<file path="src/rtl/serial_adder.sv">
// Bit-serial adder/subtractor: one full-adder slice with a registered carry,
// processing operands LSB first over WIDTH clocks, then a one-cycle DONE.
module serial_adder #(
    parameter int WIDTH = 8
) (
    input  logic             clk,
    input  logic             rst_n,
    input  logic             start,
    input  logic [WIDTH-1:0] a,
    input  logic [WIDTH-1:0] b,
    input  logic             cin,
    input  logic             sub,
    output logic             busy,
    output logic             done,
    output logic [WIDTH-1:0] sum,
    output logic             cout,
    output logic             overflow
);

    localparam int IDXW = $clog2(WIDTH + 1);

    typedef enum logic [1:0] {
        IDLE = 2'd0,
        RUN  = 2'd1,
        DONE = 2'd2
    } state_t;

    state_t            r_state;
    state_t            w_state_nxt;
    logic [WIDTH-1:0]  r_a;
    logic [WIDTH-1:0]  r_b;
    logic [WIDTH-1:0]  r_sum;
    logic [IDXW-1:0]   r_idx;
    logic              r_carry;
    logic              r_cout;
    logic              r_ovf;
    logic              r_busy;
    logic              r_done;
    logic              w_accept;
    logic              w_last;
    logic              w_sbit;
    logic              w_cnext;

    // Returns {carry_out, sum_bit} of a single full-adder slice.
    function automatic logic [1:0] full_add(input logic x, input logic y, input logic c);
        return {(x & y) | (x & c) | (y & c), x ^ y ^ c};
    endfunction

    // Acceptance, last-bit detection and the active bit slice.
    always_comb begin
        w_accept          = (r_state != RUN) && start;
        w_last            = (r_idx == IDXW'(WIDTH - 1));
        {w_cnext, w_sbit} = full_add(r_a[0], r_b[0], r_carry);
    end

    // Next-state logic.
    always_comb begin
        w_state_nxt = r_state;
        case (r_state)
            IDLE: begin
                if (start) w_state_nxt = RUN;
                else       w_state_nxt = IDLE;
            end
            RUN: begin
                if (w_last) w_state_nxt = DONE;
                else        w_state_nxt = RUN;
            end
            DONE: begin
                if (start) w_state_nxt = RUN;
                else       w_state_nxt = IDLE;
            end
            default: w_state_nxt = IDLE;
        endcase
    end

    // State register with busy/done registered from the next state.
    always_ff @(posedge clk or negedge rst_n) begin
        if (!rst_n) begin
            r_state <= IDLE;
            r_busy  <= 1'b0;
            r_done  <= 1'b0;
        end else begin
            r_state <= w_state_nxt;
            r_busy  <= (w_state_nxt == RUN);
            r_done  <= (w_state_nxt == DONE);
        end
    end

    // Operand capture and serial datapath; operands shift right so bit 0 is always current.
    always_ff @(posedge clk or negedge rst_n) begin
        if (!rst_n) begin
            r_a     <= '0;
            r_b     <= '0;
            r_sum   <= '0;
            r_idx   <= '0;
            r_carry <= 1'b0;
            r_cout  <= 1'b0;
            r_ovf   <= 1'b0;
        end else if (w_accept) begin
            r_a     <= a;
            r_b     <= sub ? ~b : b;
            r_carry <= sub ? 1'b1 : cin;
            r_idx   <= '0;
        end else if (r_state == RUN) begin
            r_a     <= r_a >> 1;
            r_b     <= r_b >> 1;
            r_sum   <= (r_sum >> 1) | (WIDTH'(w_sbit) << (WIDTH - 1));
            r_carry <= w_cnext;
            r_idx   <= r_idx + IDXW'(1);
            if (w_last) begin
                r_cout <= w_cnext;
                r_ovf  <= r_carry ^ w_cnext;
            end else begin
                r_cout <= r_cout;
                r_ovf  <= r_ovf;
            end
        end else begin
            r_a     <= r_a;
            r_b     <= r_b;
            r_sum   <= r_sum;
            r_carry <= r_carry;
            r_idx   <= r_idx;
        end
    end

    assign busy     = r_busy;
    assign done     = r_done;
    assign sum      = r_sum;
    assign cout     = r_cout;
    assign overflow = r_ovf;

endmodule

</file>
<file path="config.mk">
export PLATFORM = sky130hd
export DESIGN_NAME = serial_adder
export DESIGN_NICKNAME = d
export VERILOG_FILES = /design/src/rtl/serial_adder.sv
export SDC_FILE = /design/constraint.sdc
export NUM_CORES = 1
export LEC_CHECK = 0
export ABC_AREA = 1
export ABC_CLOCK_PERIOD_IN_PS = 1700
export CORE_ASPECT_RATIO = 0.6
export CORE_MARGIN = 5
export CORE_UTILIZATION = 50
export DETAILED_ROUTE_END_ITERATION = 10
export PLACE_DENSITY = 0.77
export SYNTH_ARGS = -nofsm -noshare
export SYNTH_HDL_FRONTEND = slang
export SYNTH_SLANG_ARGS = --single-unit
</file>
<file path="constraint.sdc">
create_clock -name clk -period 1.7 [get_ports clk]
set_input_delay 0.34 -clock clk [delete_from_list [all_inputs] [get_ports clk]]
set_output_delay 0.34 -clock clk [all_outputs]
set_load 0.1 [all_outputs]
</file>
==> qor.csv, run 1 <==
stage,metric,value,unit
cells_and_area,syn2layout_area_growth,36.4,%
clocking,htreeDepth,2,
floorplanning,num_io_pins,33,
worst_setup_path,critPathMaxFanout,8,
clocking,post_cts_buffers,0,
clocking,cts_tree,built,
grt,grt_pass1_vias,1352,
grt,grt_pass1_wl,5.93,mm
route,routedWlPerCell,12.0,microns
timing,hold_viol,0,
yosys,ys_ff_latch,35,
yosys,syn_area,1660,sq um
placement,port_buffers,32,
yosys,ys.warnings.count,0,
clocking,clk_latency,290,ps
cells_and_area,layout_commonest_cell,nand2_1,
grt,antenna_found_initial,0,
worst_setup_path,worstPathRequired,1910,ps
timing,setup_ws,360,ps
min_path,hp-class,input pin to async pin,
worst_setup_path,r2r_cells,6,
yosys,ys_seq_area_share,52.9,%
timing,setup_viol,0,
timing,rsz0062_at_grt,no,
run,max-cap-violations,0,
clocking,hold_buffers,0,
cells_and_area,fin_cells,287,
worst_setup_path,critPathKind,input pin to flop,
timing,worstMarginPinSlew,521,ps
timing,maxSlewViolCount,0,
timing,fin_tns_setup,0,ps
route,postRouteAntennaNets,0,
timing,post-route-min-period,1340,ps
cells_and_area,fin_nets,264,
route,drt-total-wl,3.45,mm
timing,relSlewSlack,65.2,%
placement,hpwl,2.51,mm
yosys,synth_cell_type_count,21,
floorplanning,dieArea,4600,sq um
cells_and_area,final_util,70.1,%
route,vias,1406,
floorplanning,die_w,84.3,microns
route,vias_per_cell,4.90,
worst_setup_path,r2r-start,r_state[0],
power_and_ir_drop,p_leak,1.16,nW
yosys,synth_area_per_cell,8.16,sq um
clocking,cts.path.max_buffers,2,
clocking,post_cts_resized,0,
floorplanning,dieHeight,54.6,microns
worst_setup_path,cp-end-kind,flop,
yosys,synth_fp_nets,226,
yosys,syn-instance-count,203,
worst_setup_path,worstPathArrival,1550,ps
clocking,cts_buffers,5,
cells_and_area,layout_common_cells,"82 x nand2_1, 35 x dfrtp_1, 31 x nand3_1",
cells_and_area,antenna_cells,0,
cells_and_area,drive_gt1_share,14.0,%
route,drt_iter0_drc,126,
cells_and_area,num-fill-cells,260,
floorplanning,rows,16,
status,outcome,completed,
grt,grt-ovfl-total,0,
placement,pre_cts_slack,65.4,ps
timing,clock_skew,8.76,ps
worst_setup_path,rrSetupSlack,370,ps
grt,grt_max_degree,36,
route,dr.pass1.iters,4,
worst_setup_path,r2r_end,r_a[1],
placement,gp_congestion,0.785,
worst_setup_path,critPathLaunchType,input pin,
clocking,path_clk_slew,70,ps
placement,place_inst,279,
timing,timing.fmax,746,MHz
route,drc,0,
grt,grt_usage,16.7,%
power_and_ir_drop,power_density,2030,nW/um^2
floorplanning,core_area,3220,sq um
power_and_ir_drop,ir_drop,1.17,mV
clocking,cts_root_buffer,clkbuf_8,
clocking,clock_sinks,35,
floorplanning,initial_utilization,51.4,%
timing,timing.final.crit_share,78.8,%
timing,whs,461,ps
[stage by stage]
| step | total power (W) | instance area [sq um] |
|---|---|---|
| floorplan | 0.00304 | 1660 |
| global placement | 0.00377 | 2140 |
| detailed placement | 0.00385 | 2140 |
| CTS | 0.00463 | 2260 |
| global route | 0.00486 | 2260 |
| finish | 0.00460 | 2260 |
[critical path, stage by stage]
cell             delay, ps
clkdlybuf4s50_1        540
nor2_1                 480
nand2_1                100
o21ai_0                100
[worst max-delay path by stage]
| stage | start | endpoint | slack, ps | cells past startpoint |
|---|---|---|---|---|
| after floorplan | sum[2] | sum[2] | 440 | 2 |
| after global placement | start | r_b[0] | 160 | 6 |
| after detailed placement | start | r_a[1] | 70 | 6 |
| after CTS | start | r_a[1] | 360 | 6 |
| after global routing | start | r_a[1] | 240 | 6 |
| final | start | r_idx[2] | 360 | 4 |
[power breakdown]
part	total, W	internal [W]	switching, W
clock network	0.000766	0.000474	0.000291
logic	0.00237	0.000856	0.00152
registers	0.00146	0.00117	0.000287
[cells by family (layout without fill, tap and decap cells)]
kind of cell / Yosys count / in the layout / share of synthesized area, %
simple gates: 120 / 120 / 30.3
compound gates: 14 / 14 / 4.53
flops: 35 / 35 / 52.9
fa+ha+maj: 2 / 2 / 1.96
xor+xnor: 2 / 2 / 1.06
buf+inv: 30 / 69 / 9.29
[synthesized netlist by cell type (all sizes together)]
master   n  area (sq um)
o22ai    2          12.5
nand4    1          6.26
fa       1          20.0
nand2   83           314
dfrtp   35           876
nand3   31           155
a21oi    1          5.00
ha       1          12.5
nor2     5          26.3
o211ai   1          7.51
inv     20          75.1
o21ai   10          50.1
xnor2    1          8.76
xor2     1          8.76
buf     10          78.8
[state kept, by name (all words and copies together) (netlist names)]
signal	cells
r_carry	1
sum	8
r_a	8
r_state	2
r_b	8
cout	1
done	1
r_idx	4
overflow	1
busy	1
[per-layer routing]
layer | GRT usage [%] | up-vias | wire length, microns
li1 | - | 709 | -
met1 | 20.1 | 649 | 1610
met2 | 28.8 | 42 | 1560
met3 | 5.56 | 6 | 236
met4 | 6.42 | 0 | 45
met5 | 0 | - | 0
[final cells by class]
cell class | count | area (sq um) | share of cell area [%]
clock buffer | 6 | 82.6 | 3.65
tap | 45 | 56.3 | 2.49
clock inverter | 2 | 35.0 | 1.55
timing repair buffer | 41 | 508 | 22.5
inverter | 20 | 75.1 | 3.32
sequential | 35 | 876 | 38.8
multi-input combinational | 138 | 627 | 27.7
No activity file was read; power rests on OpenSTA's default activity.
==> run 2: changes to the inputs <==
ABC_CLOCK_PERIOD_IN_PS = 1200   (was 1700)
CORE_UTILIZATION = 46   (was 50)
PLACE_DENSITY = 0.74   (was 0.77)
clock period = 1.2 ns   (was 1.7 ns; I/O delays follow)
==> run 2 against run 1 <==
Total power grew 52%. Core utilization grew 2.4 points. Non-clock buffer count grew 17. Register-to-register slack lost 350 ps. Clock skew shrank 4.0 ps. Worst hold slack lost 140 ps. Sequential power grew 40%. Clock power grew 41%. Global-route usage shrank 0.80 points. First-iteration DRC count shrank 30%. Combinational power grew 63%. Die area grew 7.4%.
==> qor.csv, run 2 (same netlist as run 1, synthesis figures left out) <==
stage,metric,value,unit,change
floorplanning,num_io_pins,33,,unchanged
timing,worstMarginPinSlew,224,ps,-297 ps
timing,hold_viol,0,,unchanged
worst_setup_path,critPathSlowestCell,fa_2,,
worst_setup_path,cp_top_family,adder cells,,
worst_setup_path,worstPathArrival,1360,ps,-190 ps
min_path,hp-class,input pin to async pin,,
clocking,htreeDepth,2,,unchanged
timing,relSlewSlack,85.1,%,+20 points
worst_setup_path,path_buf_inv,0,,-1
timing,setup_viol,0,,unchanged
grt,grt_pass1_vias,1417,,+4.8%
clocking,clock_sinks,35,,unchanged
clocking,cts_tree,built,,
power_and_ir_drop,p_leak,1.25,nW,+7.5%
clocking,cts.path.max_buffers,2,,unchanged
placement,place_inst,290,,+3.9%
worst_setup_path,critPathLaunchType,flop,,
clocking,clk_latency,290,ps,about the same
route,vias_per_cell,4.86,,-0.76%
route,drt_iter0_drc,88,,-30%
clocking,cts_buffers,5,,unchanged
power_and_ir_drop,power_density,2860,nW/um^2,+41%
placement,gp_congestion,0.768,,-2.2%
power_and_ir_drop,ir_drop,2.18,mV,+85%
route,drt-total-wl,3.64,mm,+5.4%
timing,clock_skew,4.81,ps,-3.95 ps
placement,port_buffers,32,,unchanged
grt,grt_pass1_wl,6.15,mm,+3.7%
floorplanning,die_w,87.5,microns,+3.8%
timing,rsz0062_at_grt,yes,,
timing,maxSlewViolCount,0,,unchanged
worst_setup_path,critPathMaxFanout,3,,-5
grt,antenna_found_initial,0,,unchanged
clocking,cts_root_buffer,clkbuf_8,,
floorplanning,dieHeight,56.5,microns,+3.5%
timing,setup_ws,15.3,ps,-345 ps
route,vias,1478,,+5.1%
worst_setup_path,worstPathRequired,1380,ps,-530 ps
cells_and_area,num-fill-cells,263,,+1.2%
placement,hpwl,2.59,mm,+3.5%
worst_setup_path,cp_slowest_stage_delay,440,ps,-100 ps
status,outcome,completed,,
grt,grt_max_degree,36,,unchanged
floorplanning,core_area,3360,sq um,+4.3%
floorplanning,rows,16,,unchanged
timing,whs,322,ps,-139 ps
timing,timing.final.crit_share,98.7,%,
cells_and_area,drive_gt1_share,23.2,%,+9.1 points
cells_and_area,antenna_cells,0,,unchanged
worst_setup_path,cp-end-kind,flop,,
cells_and_area,layout_common_cells,"80 x nand2_1, 32 x dfrtp_1, 31 x nand3_1",,
clocking,path_clk_slew,70,ps,about the same
route,dr.pass1.iters,4,,unchanged
floorplanning,dieArea,4940,sq um,+7.4%
cells_and_area,fin_nets,281,,+6.4%
timing,post-route-min-period,1180,ps,
cells_and_area,layout_commonest_cell,nand2_1,,
grt,grt-ovfl-total,0,,unchanged
run,max-cap-violations,0,,unchanged
clocking,hold_buffers,0,,unchanged
placement,pre_cts_slack,-196,ps,-262 ps
cells_and_area,syn2layout_area_growth,47.2,%,
cells_and_area,fin_cells,304,,+5.9%
route,postRouteAntennaNets,0,,unchanged
worst_setup_path,critPathKind,flop to flop,,
timing,timing.fmax,844,MHz,
worst_setup_path,crit_chain,"fa_2, xnor2_1, o21ai_1",,
floorplanning,initial_utilization,49.3,%,-2.1 points
route,routedWlPerCell,12.0,microns,-0.48%
grt,grt_usage,15.9,%,-0.80 points
route,drc,0,,unchanged
==> run 2: layout make-up <==
class | count | area, sq um | area share (%)
tap | 45 | 56.3 | 2.31
clock buffer | 6 | 82.6 | 3.39
clock inverter | 2 | 35.0 | 1.44
timing repair buffer | 58 | 663 | 27.2
multi-input combinational | 138 | 647 | 26.5
sequential | 35 | 880 | 36.1
inverter | 20 | 75.1 | 3.08
==> run 2: final timing paths <==
check                      startpoint  cells past startpoint  slack, ps  endpoint
max in group asynchronous       rst_n                      2        690    sum[2]
max reg2reg                   r_carry                      3         20  overflow
min in group clk                 a[7]                      3        490    r_a[7]
min reg2reg                    r_a[2]                      2        490    r_a[1]
min                             rst_n                      2        320    sum[7]
max                           r_carry                      3         20  overflow
==> run 2: repair_timing <==
action	CTS	global route
endpoints found under the setup margin	21	29
setup buffers	3	3
resized for setup	1	12
pin swaps	3	1
cloned	0	0
==> run 2: power breakdown <==
group / switching (W) / internal, W / leakage [nW]
clock network: 0.000410 / 0.000671 / 0.0612
registers: 0.000378 / 0.00167 / 0.444
logic: 0.00229 / 0.00157 / 0.740
total: 0.00308 / 0.00390 / 1.25
==> run 2: per-stage QoR <==
| step | power [W] | TNS [ps] | instance area [sq um] | utilization (%) |
|---|---|---|---|---|
| 2_1_floorplan | 0.00432 | 0 | 1660 | - |
| 3_3_place_gp | 0.00556 | -2450 | 2240 | 66.6 |
| 3_5_place_dp | 0.00564 | -2660 | 2240 | 66.6 |
| 4_1_cts | 0.00681 | 0 | 2380 | 70.9 |
| 5_1_grt | 0.00740 | -28.0 | 2440 | 72.5 |
| 6_report | 0.00698 | 0 | 2440 | 72.5 |
==> run 2: per-layer routing <==
layer,up-vias,part of all wire (%),track usage [%]
li1,748,-,-
met3,4,7.7,7.02
met1,685,47,21.1
met5,-,0,0
met2,41,44,24.2
met4,0,0.69,3.28
==> run 3: changes to the inputs <==
ABC_CLOCK_PERIOD_IN_PS = 1400   (was 1200)
CORE_UTILIZATION = 54   (was 46)
PLACE_DENSITY = 0.82   (was 0.74)
SLEW_MARGIN = 20   (was unset)
clock period = 1.4 ns   (was 1.2 ns; I/O delays follow)
==> run 3 against run 2 <==
Via count shrank 4.9%. Final cell count down 5.3%. Core utilization grew 5.7 points. Non-clock buffer count shrank 12. Register-to-register slack better by 110 ps.
==> qor.csv, run 3 (same netlist as run 1, synthesis figures left out) <==
stage,metric,value,unit,change
status,outcome,completed,,
floorplanning,dieArea,4310,sq um,-13%
worst_setup_path,critPathKind,flop to flop,,
grt,grt-ovfl-total,0,,unchanged
placement,placed_area,2190,sq um,-2.3%
clocking,hold_buffers,0,,unchanged
cells_and_area,layout_common_cells,"82 x nand2_1, 35 x dfrtp_1, 31 x nand3_1",,
timing,relSlewSlack,67.0,%,-18 points
placement,gp_congestion,0.828,,+7.8%
route,top_layer_used,met4,,
power_and_ir_drop,p_total,0.00546,W,-22%
floorplanning,rows,15,,-1
clocking,clk_latency,280,ps,about the same
grt,grt_pass1_wl,5.92,mm,-3.7%
cells_and_area,final_util,78.2,%,+5.7 points
cells_and_area,syn2layout_area_growth,37.4,%,
run,max-cap-violations,0,,unchanged
route,drc,0,,unchanged
cells_and_area,drive_gt1_share,15.4,%,-7.7 points
power_and_ir_drop,ir_drop,1.35,mV,-38%
timing,setup_viol,0,,unchanged
timing,timing.final.crit_share,91.4,%,-7.4 points
route,met3_length,306,microns,+9.7%
power_and_ir_drop,power_density,2400,nW/um^2,-16%
timing,hold_viol,0,,unchanged
power_and_ir_drop,swShare,46.6,%,+2.5 points
floorplanning,core_area,2910,sq um,-14%
clocking,cts.path.max_buffers,2,,unchanged
timing,maxSlewViolCount,0,,unchanged
worst_setup_path,critPathLaunchType,flop,,
placement,port_buffers,32,,unchanged
route,drt-met1-wl,1.58,mm,-8.4%
clocking,path_clk_slew,70,ps,about the same
timing,fin_tns_setup,0,ps,unchanged
route,drt_iter0_drc,91,,+3.4%
timing,setup_ws,121,ps,+106 ps
power_and_ir_drop,p_switching,0.00254,W,-17%
worst_setup_path,worstPathRequired,1570,ps,+190 ps
grt,grt_usage,18.7,%,+2.7 points
placement,hpwl,2.62,mm,+1.0%
power_and_ir_drop,internal_power,0.00291,W,-25%
floorplanning,die_w,81.5,microns,-6.8%
clocking,cts_tree,built,,
timing,clock_skew,4.37,ps,-0.443 ps
floorplanning,initial_utilization,56.9,%,+7.7 points
clocking,cts_root_buffer,clkbuf_8,,
clocking,post_cts_resized,0,,-1
clocking,clock_sinks,35,,unchanged
cells_and_area,layout_commonest_cell,nand2_1,,
route,drt-total-wl,3.38,mm,-7.1%
power_and_ir_drop,p_clk_share,13.4,%,-2.1 points
worst_setup_path,worstPathArrival,1450,ps,+90 ps
route,postRouteAntennaNets,0,,unchanged
cells_and_area,stdcell_area,2280,sq um,-6.7%
grt,grt_pass1_vias,1319,,-6.9%
route,dr.pass1.iters,7,,+3
worst_setup_path,critPathMaxFanout,3,,unchanged
grt,grt_max_degree,36,,unchanged
route,routedWlPerCell,11.7,microns,-2.0%
min_path,hp-class,input pin to async pin,,
timing,rsz0062_at_grt,no,,
timing,worstMarginPinSlew,493,ps,+270 ps
power_and_ir_drop,p_leak,1.17,nW,-5.8%
grt,antenna_found_initial,0,,unchanged
worst_setup_path,cp-end-kind,flop,,
floorplanning,num_io_pins,33,,unchanged
power_and_ir_drop,seqPwrFrac,32.4,%,+3.1 points
route,wl_met2,1.47,mm,-9.1%
route,vias,1406,,-4.9%
clocking,cts_buffers,5,,unchanged
power_and_ir_drop,combinationalPowerShare,54.2,%,-1.0 points
cells_and_area,fin_nets,269,,-4.3%
clocking,htreeDepth,2,,unchanged
clocking,post_cts_buffers,0,,-3
floorplanning,dieHeight,52.9,microns,-6.3%
placement,pre_cts_slack,-88.1,ps,+108 ps
timing,timing.fmax,782,MHz,-7.4%
route,vias_per_cell,4.88,,+0.41%
timing,post-route-min-period,1280,ps,+94.3 ps
cells_and_area,antenna_cells,0,,unchanged
==> run 3: cell count changes in the layout (fill, tap and decap cells not counted) <==
cell / change
nor2_2: -2
dfrtp_2: -3
nand2_1: +2
bufinv_16: -1
nor2_1: +3
nand2_2: -2
buf_6: -4
dfrtp_1: +3
fa_2: -1
buf_4: -8
nor2_4: -1
fa_1: +1
==> run 3: per-stage QoR <==
step	hold WS, ps	cells
finish	384	288
global route	401	288
CTS	387	288
detailed placement	459	281
global placement	455	281
floorplan	-15.6	203
==> run 3: worst paths after layout <==
check | start | to | slack (ps) | cells after the start
worst max-delay path | r_a[0] | overflow | 120 | 3
worst min-delay path | rst_n | sum[1] | 380 | 2
worst max register to register | r_a[0] | overflow | 120 | 3
worst min register to register | r_a[7] | r_a[7] | 470 | 2
max in group asynchronous | rst_n | r_a[4] | 840 | 2
min in group clk | r_a[7] | r_a[7] | 470 | 2
==> run 3: layer usage <==
layer	GRT usage, %	up-vias
met5	0	-
met1	26.2	628
met4	6.74	0
li1	-	720
met2	27.0	53
met3	5.95	5
==> run 3: area by class of cell <==
type | count | area, sq um
Sequential cell | 35 | 876
Fill cell | 197 | 633
Multi-Input combinational cell | 138 | 627
Timing Repair Buffer | 46 | 558
Clock buffer | 6 | 82.6
Inverter | 20 | 75.1
Tap cell | 42 | 52.6
Clock inverter | 1 | 5.00
==> run 3: critical path, stage by stage, from the launching register on <==
cell	delay [ps]
dfrtp_1	410
fa_1	490
xnor2_1	180
o21ai_1	90
==> run 3: power by group through the flow <==
| stage | Combinational, W | Sequential, W | Clock [W] |
|---|---|---|---|
| after detailed placement | 0.00298 | 0.00178 | 0 |
| after global placement | 0.00291 | 0.00176 | 0 |
| after floorplan | 0.00105 | 0.00265 | 0 |
| after global routing | 0.00320 | 0.00182 | 0.000789 |
| after CTS | 0.00298 | 0.00177 | 0.000747 |
| final | 0.00296 | 0.00177 | 0.000731 |
